## src/rtl/matrix_ls_sequencer.sv

```systemverilog
// Matrix load/store sequencer: splits one matrix memory op into ROWS row transactions.
// Optional MATRIX_LS_ALIGN_CHECK_EN rejects misaligned base/stride at accept with err.
module matrix_ls_sequencer #(
  parameter  int ROWS   = 4,
  parameter  int ROW_W  = 64,
  parameter  int ADDR_W = 32,
  parameter  int MREGS  = 16,
  localparam int ROW_IW = $clog2(ROWS),
  localparam int SEL_W  = $clog2(MREGS)
) (
  input  logic              CLK,
  input  logic              RST,
  input  logic              req_valid,
  output logic              req_ready,
  input  logic              req_is_store,
  input  logic [SEL_W-1:0]  req_mreg,
  input  logic [ADDR_W-1:0] req_base,
  input  logic [ADDR_W-1:0] req_stride,
  output logic              mem_req,
  output logic              mem_wen,
  output logic [ADDR_W-1:0] mem_addr,
  output logic [ROW_W-1:0]  mem_wdata,
  input  logic              mem_ack,
  input  logic [ROW_W-1:0]  mem_rdata,
  output logic [SEL_W-1:0]  mrf_rd_sel,
  output logic [ROW_IW-1:0] mrf_rd_row,
  input  logic [ROW_W-1:0]  mrf_rd_data,
  output logic              mrf_wr_en,
  output logic [SEL_W-1:0]  mrf_wr_sel,
  output logic [ROW_IW-1:0] mrf_wr_row,
  output logic [ROW_W-1:0]  mrf_wr_data,
  output logic              busy,
  output logic              done,
  output logic              err
);

  typedef enum logic [1:0] {
    ST_IDLE = 2'd0,
    ST_RD   = 2'd1,
    ST_REQ  = 2'd2,
    ST_DONE = 2'd3
  } state_t;

  localparam logic [ROW_IW-1:0] LAST_ROW = ROW_IW'(ROWS - 1);

  state_t              state_r;
  state_t              state_n;
  logic                is_store_r;
  logic [SEL_W-1:0]    mreg_r;
  logic [ADDR_W-1:0]   addr_r;
  logic [ADDR_W-1:0]   stride_r;
  logic [ROW_IW-1:0]   row_r;
  logic [ROW_W-1:0]    wdata_r;
  logic                accept_s;
  logic                align_fail_s;
  logic                row_ack_s;

  assign accept_s  = req_valid && (state_r == ST_IDLE);
  assign row_ack_s = (state_r == ST_REQ) && mem_ack;

`ifdef MATRIX_LS_ALIGN_CHECK_EN
  localparam int OFF_W = $clog2(ROW_W / 8);
  logic err_r;

  assign align_fail_s = (|req_base[OFF_W-1:0]) | (|req_stride[OFF_W-1:0]);
  assign err          = (state_r == ST_DONE) && err_r;

  // Alignment verdict captured at accept, reported alongside done.
  always_ff @(posedge CLK) begin
    if (RST) begin
      err_r <= 1'b0;
    end else if (accept_s) begin
      err_r <= align_fail_s;
    end
  end
`else
  assign align_fail_s = 1'b0;
  assign err          = 1'b0;
`endif

  // State register plus latched request fields and the row/address walker.
  always_ff @(posedge CLK) begin
    if (RST) begin
      state_r    <= ST_IDLE;
      is_store_r <= 1'b0;
      mreg_r     <= '0;
      addr_r     <= '0;
      stride_r   <= '0;
      row_r      <= '0;
      wdata_r    <= '0;
    end else begin
      state_r <= state_n;
      if (accept_s) begin
        is_store_r <= req_is_store;
        mreg_r     <= req_mreg;
        addr_r     <= req_base;
        stride_r   <= req_stride;
        row_r      <= '0;
      end else if (row_ack_s) begin
        addr_r <= addr_r + stride_r;
        row_r  <= row_r + ROW_IW'(1);
      end
      if (state_r == ST_RD) begin
        wdata_r <= mrf_rd_data;
      end
    end
  end

  // Next-state logic: one row retires per mem_ack while in REQ.
  always_comb begin
    state_n = state_r;
    case (state_r)
      ST_IDLE: begin
        if (req_valid) begin
          if (align_fail_s) begin
            state_n = ST_DONE;
          end else if (req_is_store) begin
            state_n = ST_RD;
          end else begin
            state_n = ST_REQ;
          end
        end else begin
          state_n = ST_IDLE;
        end
      end
      ST_RD: state_n = ST_REQ;
      ST_REQ: begin
        if (mem_ack) begin
          if (row_r == LAST_ROW) begin
            state_n = ST_DONE;
          end else if (is_store_r) begin
            state_n = ST_RD;
          end else begin
            state_n = ST_REQ;
          end
        end else begin
          state_n = ST_REQ;
        end
      end
      ST_DONE: state_n = ST_IDLE;
      default: state_n = ST_IDLE;
    endcase
  end

  // Status and handshake decodes of the registered state.
  always_comb begin
    req_ready = 1'b0;
    busy      = 1'b0;
    mem_req   = 1'b0;
    mem_wen   = 1'b0;
    done      = 1'b0;
    case (state_r)
      ST_IDLE: req_ready = 1'b1;
      ST_RD:   busy      = 1'b1;
      ST_REQ: begin
        busy    = 1'b1;
        mem_req = 1'b1;
        mem_wen = is_store_r;
      end
      ST_DONE: begin
        busy = 1'b1;
        done = 1'b1;
      end
      default: req_ready = 1'b0;
    endcase
  end

  assign mem_addr    = addr_r;
  assign mem_wdata   = wdata_r;
  assign mrf_rd_sel  = mreg_r;
  assign mrf_rd_row  = row_r;
  // Load write-back is same-cycle with the ack; a reset in that cycle suppresses it.
  assign mrf_wr_en   = row_ack_s && !is_store_r && !RST;
  assign mrf_wr_sel  = mreg_r;
  assign mrf_wr_row  = row_r;
  assign mrf_wr_data = mem_rdata;

endmodule

```

## config.mk

```make
export PLATFORM = sky130hd
export DESIGN_NAME = matrix_ls_sequencer
export DESIGN_NICKNAME = d
export VERILOG_FILES = /design/src/rtl/matrix_ls_sequencer.sv
export SDC_FILE = /design/constraint.sdc
export NUM_CORES = 1
export LEC_CHECK = 0
export ABC_AREA = 1
export BUFFER_PORTS_ARGS = -buffer_cell sky130_fd_sc_hd__buf_4
export CORE_AREA = 2 2 149 151
export CTS_BUF_LIST = sky130_fd_sc_hd__clkbuf_4 sky130_fd_sc_hd__clkbuf_8 sky130_fd_sc_hd__clkbuf_16
export CTS_CLUSTER_DIAMETER = 50
export DETAILED_ROUTE_END_ITERATION = 8
export DIE_AREA = 0 0 151 153
export PLACE_DENSITY = 0.67
export SETUP_SLACK_MARGIN = 0.3
export SYNTH_ARGS = -nofsm -noshare
export SYNTH_HDL_FRONTEND = slang
export SYNTH_SLANG_ARGS = --single-unit
```

## constraint.sdc

```tcl
create_clock -name CLK -period 2.4 [get_ports CLK]
set_input_delay 0.6 -clock CLK [delete_from_list [all_inputs] [get_ports CLK]]
set_output_delay 0.6 -clock CLK [all_outputs]
set_load 0.02 [all_outputs]
```

==> reports/summary.txt, run 1 <==
count of maximum capacitance violations - 0
CP endpoint kind - output pin
pwr/cell area - 702 nW/um^2
arrival time of the worst setup path - 1.42 ns
HPWL Detailed - 18000 microns
placeable core region - 21500 sq um
number of library cell types mapped by synthesis - 36
Routed wire per std cell - 14.1 microns
post-route insts no fill - 1695
sort of element at the start of the critical path - register
Final Slew Violations - 0
number of H-tree levels - 4
routability cong. - 0.919
number of antenna violations at the first check in global routing - 0
Setup TNS - 0 ns
Worst Reg2Reg Path Length in Cells - 11
Initial DRT Pass Iterations - 5
clock share of power - 37.4%
Chip Height - 153 microns
wire length of the first global-routing pass - 38500 microns
number of CTS-inserted buffers - 17
Die Footprint - 23100 sq um
area growth from synthesis to final layout - 27.4%
number of sinks on the clock net - 137
commonest cells after routing, fill and taps aside - 268 x nand2_1, 256 x buf_4, 244 x nor2_1
most common cell after layout, fill and taps aside - nand2_1
HP Class - input pin to register
final WL - 24000 microns
final critical delay including setup and external delays - 2.02 ns
leakage power summed over all cells - 0.00533 uW
Reg2Reg Launch Point - mem_addr[0]$_SDFFE_PP0P_
Initial Util - 37.7%
setup violators final - 0
x dimension of the die - 151 microns
type of the worst setup path - register to output pin
number of global-route vias before repair - 7846
buffer levels on the longest clock path - 2
vias per std cell - 4.71
Worst VDD drop - 0.000434 V
total placed cells including tap cells - 1659
number of top-level pins - 380
row cnt - 54
endpoint of the lowest-slack register-to-register path - mem_addr[18]$_SDFFE_PP0P_
drt first-iter violations - 383
internal power - 4750 uW
unrepaired setup endpoints after global routing - yes
clock tree from TritonCTS - yes
worst hold path stage count - 3
area share of the leading cell type in the synthesized netlist - 33.8%
grt total ovfl - 0
Fill cells - 2232
final worst-path cycle share - 84.0%
share of power burned in registers - 36.2%
Worst-path clk slew - 0.07 ns
via count - 7988
dominant register cell in the synthesized netlist - dfxtp_1
Rel. slew slack - 64.7%
share of post-route cells with drive strength above 1 - 24.6%
switching share of power - 34.5%
outcome - complete, no violations
FMAX - 496 MHz
DRC violation count after routing - 0
most area-hungry cell type in the Yosys netlist - dfxtp_1
part of the Yosys area used for sequential elements - 33.8%
netlist area before placement - 8110 sq um
number of enable flip-flop cells after synthesis - 0
ys async rst share - 0%
post-synth net total - 1475
final hold violation count - 0
maximum number of pins on one net before global-route repair - 83
total routing resource utilization after global routing - 20.9%
Hold EP - mem_wdata[42]$_SDFFE_PP0P_
largest driver fanout on the critical path - 5
nets - 1636
pin slew with the least headroom to its limit - 0.530 ns
sw power - 2500 uW
worst setup slack for register-to-register paths - 0.46 ns
launch point of the worst hold path - mrf_rd_data[42]
synth top area cells - dfxtp_1 34%, nand2_1 12%, nor2_1 11%
synthesized instance count - 1241
Design Power - 7260 uW
clock tree root driver cell - clkbuf_16
fraction of power consumed by combinational cells - 26.5%
number of synthesis warnings - 0
average footprint of a synthesized cell - 6.53 sq um
Buffers on Ports - 250
final antenna diode count - 0
antenna-violating nets left - 0
data required time at the worst endpoint - 1.80 ns
Max Clock Skew - 0.00839 ns
post-synthesis sequential element count - 137
clk_lat worst skew - 0.43 ns
routing by layer:
metal | track usage, % | wire, microns
met4 | 6.28 | 475
met2 | 36.6 | 11800
met1 | 23.8 | 9660
met3 | 7.40 | 2040
met5 | 0 | 0
power groups by stage:
| stage | Combinational, uW | Sequential (uW) | Clock, uW |
|---|---|---|---|
| floorplan | 1220 | 2810 | 0 |
| global placement | 1900 | 2670 | 0 |
| detailed placement | 1920 | 2670 | 0 |
| CTS | 1930 | 2630 | 2780 |
| global route | 2140 | 2650 | 2870 |
| finish | 1920 | 2620 | 2710 |
how the worst max path moves through the flow:
stage | startpoint | to | slack, ns | depth (start not counted)
2_1_floorplan | RST | mrf_wr_en | 0.50 | 2
3_5_place_dp | mem_addr[0]$_SDFFE_PP0P_ | mem_addr[20]$_SDFFE_PP0P_ | 0.34 | 12
6_report | state_r[1]$_SDFF_PP0_ | mrf_wr_en | 0.38 | 5
4_1_cts | mem_addr[0]$_SDFFE_PP0P_ | mem_addr[20]$_SDFFE_PP0P_ | 0.33 | 12
5_1_grt | mem_addr[0]$_SDFFE_PP0P_ | mem_addr[24]$_SDFFE_PP0P_ | 0.30 | 12
3_3_place_gp | mem_addr[0]$_SDFFE_PP0P_ | mem_addr[20]$_SDFFE_PP0P_ | 0.41 | 12
flip-flops by register name, indices dropped and copies added (netlist names):
name and flops:
is_store_r 1, mem_addr 32, mem_wdata 64, mrf_rd_row 2, mrf_rd_sel 4, state_r 2
stride_r 32
timing repair:
item	in CTS	in global routing
setup buffers	0	4
gates resized for setup	1	3
endpoints found under the setup margin	1	10
hold buffers	0	0
endpoints found under the hold margin	0	0
pin swaps	0	2
layout make-up:
cell class	instances	area [sq um]	area share, %
multi-input cells	845	4080	39.5
flip-flops and latches	137	2740	26.6
repair buffers	261	2020	19.6
inverters	140	528	5.11
clock buffers	17	425	4.12
well taps	280	350	3.39
clock inverters	15	179	1.73
synthesized netlist by cell type, types with 2 or more instances:
master    count
a21oi_1      40
a21oi_2       6
a31oi_1      13
buf_2        16
buf_4        75
buf_6         2
clkbuf_1     24
dfxtp_1     137
ha_1         32
inv_1       133
inv_2         6
nand2_1     268
nand2_2      16
nand2_4       4
nand3_1      37
nand3_2       7
nand4_1       3
nor2_1      244
nor2_2        4
nor2_4        3
nor3_1        4
nor3_2        2
o21ai_0     129
o21ai_1       8
o21bai_1      5
xnor2_1       3
xor2_1       11
stage by stage:
stage	setup WS [ns]	utilization (%)	hold WS, ns	cell area [sq um]
finish	0.384	48.1	0.415	10300
global route	0.302	48.1	0.412	10300
CTS	0.327	47.9	0.404	10300
detailed placement	0.341	45.1	0.473	9690
global placement	0.414	45.1	0.463	9690
floorplan	0.500	-	0.459	8110
worst max-delay path: stages (launching register included):
cell and delay (ns):
dfxtp_2 0.37, inv_2 0.06, nor2_4 0.15, nand2_4 0.09
nor3_1 0.14, buf_4 0.17
kinds of logic after synthesis:
family / synth area share, %
compound gates: 13.3
xor+xnor: 1.51
fa+ha+maj: 5.19
buf+inv: 15.9
flops: 33.8
other cells: 0.0463
simple gates: 30.2
Note: power is estimated with default switching activity, not from simulation.
==> run 2, diff against run 1 <==
--- a/config.mk
+++ b/config.mk
@@ -12,7 +12,7 @@
 export CTS_CLUSTER_DIAMETER = 50
 export DETAILED_ROUTE_END_ITERATION = 8
 export DIE_AREA = 0 0 151 153
-export PLACE_DENSITY = 0.67
+export PLACE_DENSITY = 0.7
 export SETUP_SLACK_MARGIN = 0.3
 export SYNTH_ARGS = -nofsm -noshare
 export SYNTH_HDL_FRONTEND = slang
==> constraint.sdc (replaced) <==
create_clock -name CLK -period 1.8 [get_ports CLK]
set_input_delay 0.45 -clock CLK [delete_from_list [all_inputs] [get_ports CLK]]
set_output_delay 0.45 -clock CLK [all_outputs]
set_load 0.02 [all_outputs]
==> run 2 against run 1 <==
Against the previous run: combinational power increased by 84%; clock-buffer cell count increased by 1; clock skew increased by 0.0030 ns; routed wire length increased by 18%; sequential power increased by 37%; the run now ends with setup timing left; first-iteration DRC count increased by 2.1%; sequential share of layout area decreased by 3.2 points; largest power group unchanged; core utilization increased by 8.8 points; via count increased by 6.5%; non-clock buffer count increased by 53; largest cell class unchanged; cell area increased by 18%; global-route usage increased by 2.0 points.
==> reports/summary.txt, run 2 (same netlist as run 1, synthesis figures left out) <==
maximum number of pins on one net before global-route repair - 68 (-18%)
clock tree root driver cell - clkbuf_16
number of CTS-inserted buffers - 17 (unchanged)
number of flip-flops under the largest register name - 64 (unchanged)
violations in the final reports - setup timing
vias per std cell - 4.87 (+3.2%)
routability cong. - 0.990 (+7.7%)
sort of element at the start of the critical path - register
nets - 1689 (+3.2%)
Routed wire per std cell - 16.2 microns (+15%)
total routing resource utilization after global routing - 22.9% (+2.0 points)
setup violators final - 1 (+1)
unrepaired setup endpoints after global routing - yes
met2 wire len - 14300 microns (+21%)
Worst-path clk slew - 0.08 ns (about the same)
Initial DRT Pass Iterations - 5 (unchanged)
CP endpoint kind - register
number of H-tree levels - 4 (unchanged)
Buffers on Ports - 250 (unchanged)
via count - 8505 (+6.5%)
most common cell after layout, fill and taps aside - buf_4
Initial Util - 37.7% (unchanged)
Buffers & Inverters on Critical Path - 0 (-2)
sum of met3 wire segment lengths after detailed routing - 2080 microns (+1.6%)
Worst VDD drop - 0.000571 V (+32%)
number of top-level pins - 380 (unchanged)
sequence of cells on the critical path - ha_4 -> fa_2 -> nand3_2 -> nand3_4 -> nand3_2 -> nand3_4 -> nand3_2 -> nand2_1 -> nand2_1 -> nand3_1 -> nand2_1 -> a21oi_1
Fill cells - 1995 (-11%)
antenna-violating nets left - 0 (unchanged)
HPWL Detailed - 19200 microns (+6.6%)
arrival time of the worst setup path - 2.14 ns (+0.72 ns)
largest driver fanout on the critical path - 4 (-1)
area growth from synthesis to final layout - 50.8%
Reg2Reg Launch Point - mem_addr[0]$_SDFFE_PP0P_
FMAX - 549 MHz
final hold violation count - 0 (unchanged)
launch point of the worst hold path - mrf_rd_data[41]
worst hold margin - 0.259 ns (-0.156 ns)
number of antenna violations at the first check in global routing - 0 (unchanged)
HP Class - input pin to register
wire length on met1 - 11100 microns (+15%)
Final Slew Violations - 0 (unchanged)
outcome - complete, but fails checks
clock tree from TritonCTS - yes
top layer used by detailed routing - met4
final worst-path cycle share - 101%
final core occ - 56.9% (+8.8 points)
share of post-route cells with drive strength above 1 - 42.4% (+18 points)
final WL - 28400 microns (+18%)
count of maximum capacitance violations - 0 (unchanged)
x dimension of the die - 151 microns (unchanged)
number of global-route vias before repair - 8344 (+6.3%)
worst-case setup margin in the final layout - -0.0211 ns (-0.405 ns)
buffer levels on the longest clock path - 2 (unchanged)
number of sinks on the clock net - 137 (unchanged)
drt first-iter violations - 391 (+2.1%)
final antenna diode count - 0 (unchanged)
placeable core region - 21500 sq um (unchanged)
leakage power summed over all cells - 0.00594 uW (+11%)
type of the worst setup path - register to register
top cell family by delay on the critical path - simple AND/OR/NAND/NOR gates
Die Footprint - 23100 sq um (unchanged)
largest incremental delay on the critical path - 0.40 ns (+0.03 ns)
DRC violation count after routing - 0 (unchanged)
clk_lat worst skew - 0.43 ns (about the same)
worst setup path startpoint - mem_addr[0]$_SDFFE_PP0P_
wire length of the first global-routing pass - 41900 microns (+8.7%)
Max Clock Skew - 0.0114 ns (+0.00299 ns)
row cnt - 54 (unchanged)
critical path's slowest cell - fa_2
commonest cells after routing, fill and taps aside - 266 x buf_4, 226 x nor2_1, 199 x nand2_1
data required time at the worst endpoint - 2.12 ns (+0.32 ns)
grt total ovfl - 0 (unchanged)
Chip Height - 153 microns (unchanged)
final critical delay including setup and external delays - 1.82 ns
pwr/cell area - 901 nW/um^2 (+28%)
number of hold buffers added after cts - 0 (unchanged)
## run 2: report_power, final
group | leakage [uW] | internal (uW) | switching, uW
Combinational | 0.00447 | 1610 | 1930
Sequential | 0.00115 | 3330 | 262
Clock | 0.000317 | 2220 | 1660
Total | 0.00594 | 7160 | 3850
## run 2: area by class of cell
class | instances | area, sq um | share of cell area (%)
multi-input combinational | 845 | 5150 | 42.1
sequential | 137 | 2850 | 23.3
timing repair buffer | 314 | 2690 | 22.0
inverter | 140 | 551 | 4.50
clock buffer | 18 | 450 | 3.68
tap | 280 | 350 | 2.87
clock inverter | 14 | 190 | 1.56
## run 2: per-layer routing
| layer | GRT usage, % | up-vias |
|---|---|---|
| met1 | 25.6 | 3918 |
| met2 | 40.8 | 284 |
| met3 | 7.46 | 57 |
| li1 | - | 4246 |
| met5 | 0 | - |
| met4 | 7.39 | 0 |
## run 2: per-stage QoR
step | std cells | setup TNS [ns] | total power, uW | worst slack, ns | instance area, sq um
after CTS | 1726 | -0.0302 | 10700 | -0.0105 | 11600
after global routing | 1748 | -0.807 | 11500 | -0.122 | 12200
final | 1748 | -0.0211 | 11000 | -0.0211 | 12200
after detailed placement | 1671 | -0.0820 | 6460 | -0.0405 | 10200
after global placement | 1671 | -0.0683 | 6430 | -0.0562 | 10200
after floorplan | 1241 | 0 | 5610 | 0.0923 | 8530
## run 2: worst paths after layout
check | endpoint | slack (ns) | cells after the start
max reg2reg | mem_addr[20]$_SDFFE_PP0P_ | -0.02 | 12
max | mem_addr[20]$_SDFFE_PP0P_ | -0.02 | 12
min reg2reg | mem_wdata[42]$_SDFFE_PP0P_ | 0.48 | 2
min | mem_wdata[41]$_SDFFE_PP0P_ | 0.26 | 3
## run 2: timing repair
action | 4_1_cts | 5_1_grt
gates resized for setup | 147 | 111
pin swaps | 57 | 45
cloned | 0 | 6
endpoints found under the setup margin | 40 | 116
buffers inserted | 23 | 16
## run 2: worst min-delay path, stage by stage
cell,delay (ns)
buf_4,0.07
o21ai_0,0.07
nor2_1,0.07
==> run 3, diff against run 2 <==
--- a/config.mk
+++ b/config.mk
@@ -12,7 +12,8 @@
 export CTS_CLUSTER_DIAMETER = 50
 export DETAILED_ROUTE_END_ITERATION = 8
 export DIE_AREA = 0 0 151 153
-export PLACE_DENSITY = 0.7
+export GPL_ROUTABILITY_DRIVEN = 0
+export PLACE_DENSITY = 0.67
 export SETUP_SLACK_MARGIN = 0.3
 export SYNTH_ARGS = -nofsm -noshare
 export SYNTH_HDL_FRONTEND = slang
==> constraint.sdc (replaced) <==
create_clock -name CLK -period 2.13 [get_ports CLK]
set_input_delay 0.5325 -clock CLK [delete_from_list [all_inputs] [get_ports CLK]]
set_output_delay 0.5325 -clock CLK [all_outputs]
set_load 0.02 [all_outputs]
==> run 3 against run 2 <==
Against the previous run: the flow now finishes without violations; worst setup slack improved by 0.33 ns; clock power is 22% lower; cell area fell by 8.5%; highest routed layer unchanged; largest cell class unchanged.
==> reports/summary.txt, run 3 (same netlist as run 1, synthesis figures left out) <==
clock tree from TritonCTS - yes
number of CTS-inserted buffers - 17 (unchanged)
CP endpoint kind - output pin
pin slew with the least headroom to its limit - 0.527 ns
switching share of power - 33.9% (-1.0 points)
DRC violation count after routing - 0 (unchanged)
grt total ovfl - 0 (unchanged)
Buffers on Ports - 250 (unchanged)
Setup TNS - 0 ns (+0.0211 ns)
pwr/cell area - 769 nW/um^2 (-15%)
clk_lat worst skew - 0.43 ns (about the same)
drt first-iter violations - 467 (+19%)
final antenna diode count - 0 (unchanged)
maximum number of pins on one net before global-route repair - 65 (-4.4%)
Fill cells - 2075 (+4.0%)
HPWL Detailed - 19100 microns (-0.26%)
unrepaired setup endpoints after global routing - yes
Worst Reg2Reg Path Length in Cells - 12 (unchanged)
antenna-violating nets left - 0 (unchanged)
number of sinks on the clock net - 137 (unchanged)
share of power burned in registers - 35.2% (+2.6 points)
setup violators final - 0 (-1)
internal power - 5680 uW (-21%)
vias per std cell - 4.79 (-1.6%)
sw power - 2920 uW (-24%)
number of H-tree levels - 4 (unchanged)
Worst VDD drop - 0.000559 V (-2.0%)
Worst-path clk slew - 0.07 ns (about the same)
area growth from synthesis to final layout - 38.0%
x dimension of the die - 151 microns (unchanged)
sort of element at the start of the critical path - register
final worst-path cycle share - 85.6%
final critical delay including setup and external delays - 1.82 ns
final WL - 25700 microns (-9.6%)
via count - 8246 (-3.0%)
fraction of power consumed by combinational cells - 29.3% (-2.8 points)
number of antenna violations at the first check in global routing - 0 (unchanged)
Design Power - 8600 uW (-22%)
row cnt - 54 (unchanged)
nets - 1663 (-1.5%)
placeable core region - 21500 sq um (unchanged)
Final Slew Violations - 0 (unchanged)
count of maximum capacitance violations - 0 (unchanged)
Post-Layout Inst Area - 11200 sq um (-8.5%)
Initial Util - 37.7% (unchanged)
number of flip-flops under the largest register name - 64 (unchanged)
final hold violation count - 0 (unchanged)
number of top-level pins - 380 (unchanged)
Initial DRT Pass Iterations - 5 (unchanged)
arrival time of the worst setup path - 1.29 ns (-0.85 ns)
Rel. slew slack - 64.8%
share of post-route cells with drive strength above 1 - 34.3% (-8.0 points)
total routing resource utilization after global routing - 21.5% (-1.4 points)
Chip Height - 153 microns (unchanged)
clock tree root driver cell - clkbuf_16
leakage power summed over all cells - 0.00548 uW (-7.7%)
wire length of the first global-routing pass - 39100 microns (-6.5%)
FMAX - 549 MHz
worst hold path stage count - 3 (unchanged)
HP Class - input pin to register
Max Clock Skew - 0.0118 ns (+0.000403 ns)
number of global-route vias before repair - 7915 (-5.1%)
outcome - complete, no violations
type of the worst setup path - register to output pin
post-place instance area - 9780 sq um (-4.2%)
commonest cells after routing, fill and taps aside - 279 x buf_4, 247 x nand2_1, 228 x nor2_1
final core occ - 52.1% (-4.9 points)
data required time at the worst endpoint - 1.60 ns (-0.52 ns)
buffer levels on the longest clock path - 2 (unchanged)
largest driver fanout on the critical path - 3 (-1)
clock share of power - 35.4% (about the same)
Die Footprint - 23100 sq um (unchanged)
most common cell after layout, fill and taps aside - buf_4
Routed wire per std cell - 14.9 microns (-8.2%)
[run 3: final cells by class]
type / instances / area, sq um / share of cell area (%)
timing repair buffer: 288 / 2220 / 19.9
multi-input combinational: 845 / 4700 / 42.0
clock buffer: 18 / 433 / 3.87
sequential: 137 / 2790 / 25.0
tap: 280 / 350 / 3.13
clock inverter: 14 / 163 / 1.45
inverter: 140 / 531 / 4.74
[run 3: layer usage]
| metal | vias up | part of all wire [%] | track usage [%] | wire [microns] |
|---|---|---|---|---|
| met5 | - | 0 | 0 | 0 |
| met4 | 0 | 3.1 | 8.32 | 804 |
| met3 | 54 | 7.8 | 7.19 | 1990 |
| met2 | 293 | 50 | 37.9 | 12800 |
| met1 | 3695 | 39 | 23.6 | 10100 |
| li1 | 4204 | - | - | - |
[run 3: final timing paths]
path | from | slack [ns] | to
worst max-delay path | state_r[1]$_SDFF_PP0_ | 0.31 | mrf_wr_en
worst min-delay path | mrf_rd_data[25] | 0.35 | mem_wdata[25]$_SDFFE_PP0P_
worst max register to register | mem_addr[0]$_SDFFE_PP0P_ | 0.31 | mem_addr[30]$_SDFFE_PP0P_
worst min register to register | mem_wdata[38]$_SDFFE_PP0P_ | 0.48 | mem_wdata[38]$_SDFFE_PP0P_
[run 3: worst max-delay path, stage by stage, from the launching register on]
cell	delay (ns)
dfxtp_4	0.35
inv_2	0.06
nor2_4	0.12
nand2_4	0.07
nor3_4	0.12
buf_6	0.14
[run 3: metrics by stage]
stage               hold slack (ns)  cells  setup slack, ns
finish                        0.346   1722            0.307
global route                  0.342   1722            0.202
CTS                           0.334   1715            0.273
detailed placement            0.473   1674            0.194
global placement              0.464   1674            0.200
floorplan                     0.459   1241            0.331
[run 3: what timing repair did]
| item | CTS | global route |
|---|---|---|
| hold buffers | 0 | 0 |
| endpoints found under the setup margin | 17 | 49 |
| resized for setup | 32 | 131 |
| setup buffers | 9 | 7 |
| pin swaps | 7 | 20 |
[run 3: power by group through the flow]
stage	clock network (uW)	logic, uW	registers (uW)
floorplan	0	1370	3170
global placement	0	2180	3010
detailed placement	0	2200	3020
CTS	3100	2290	2980
global route	3200	2770	3060
finish	3050	2520	3030
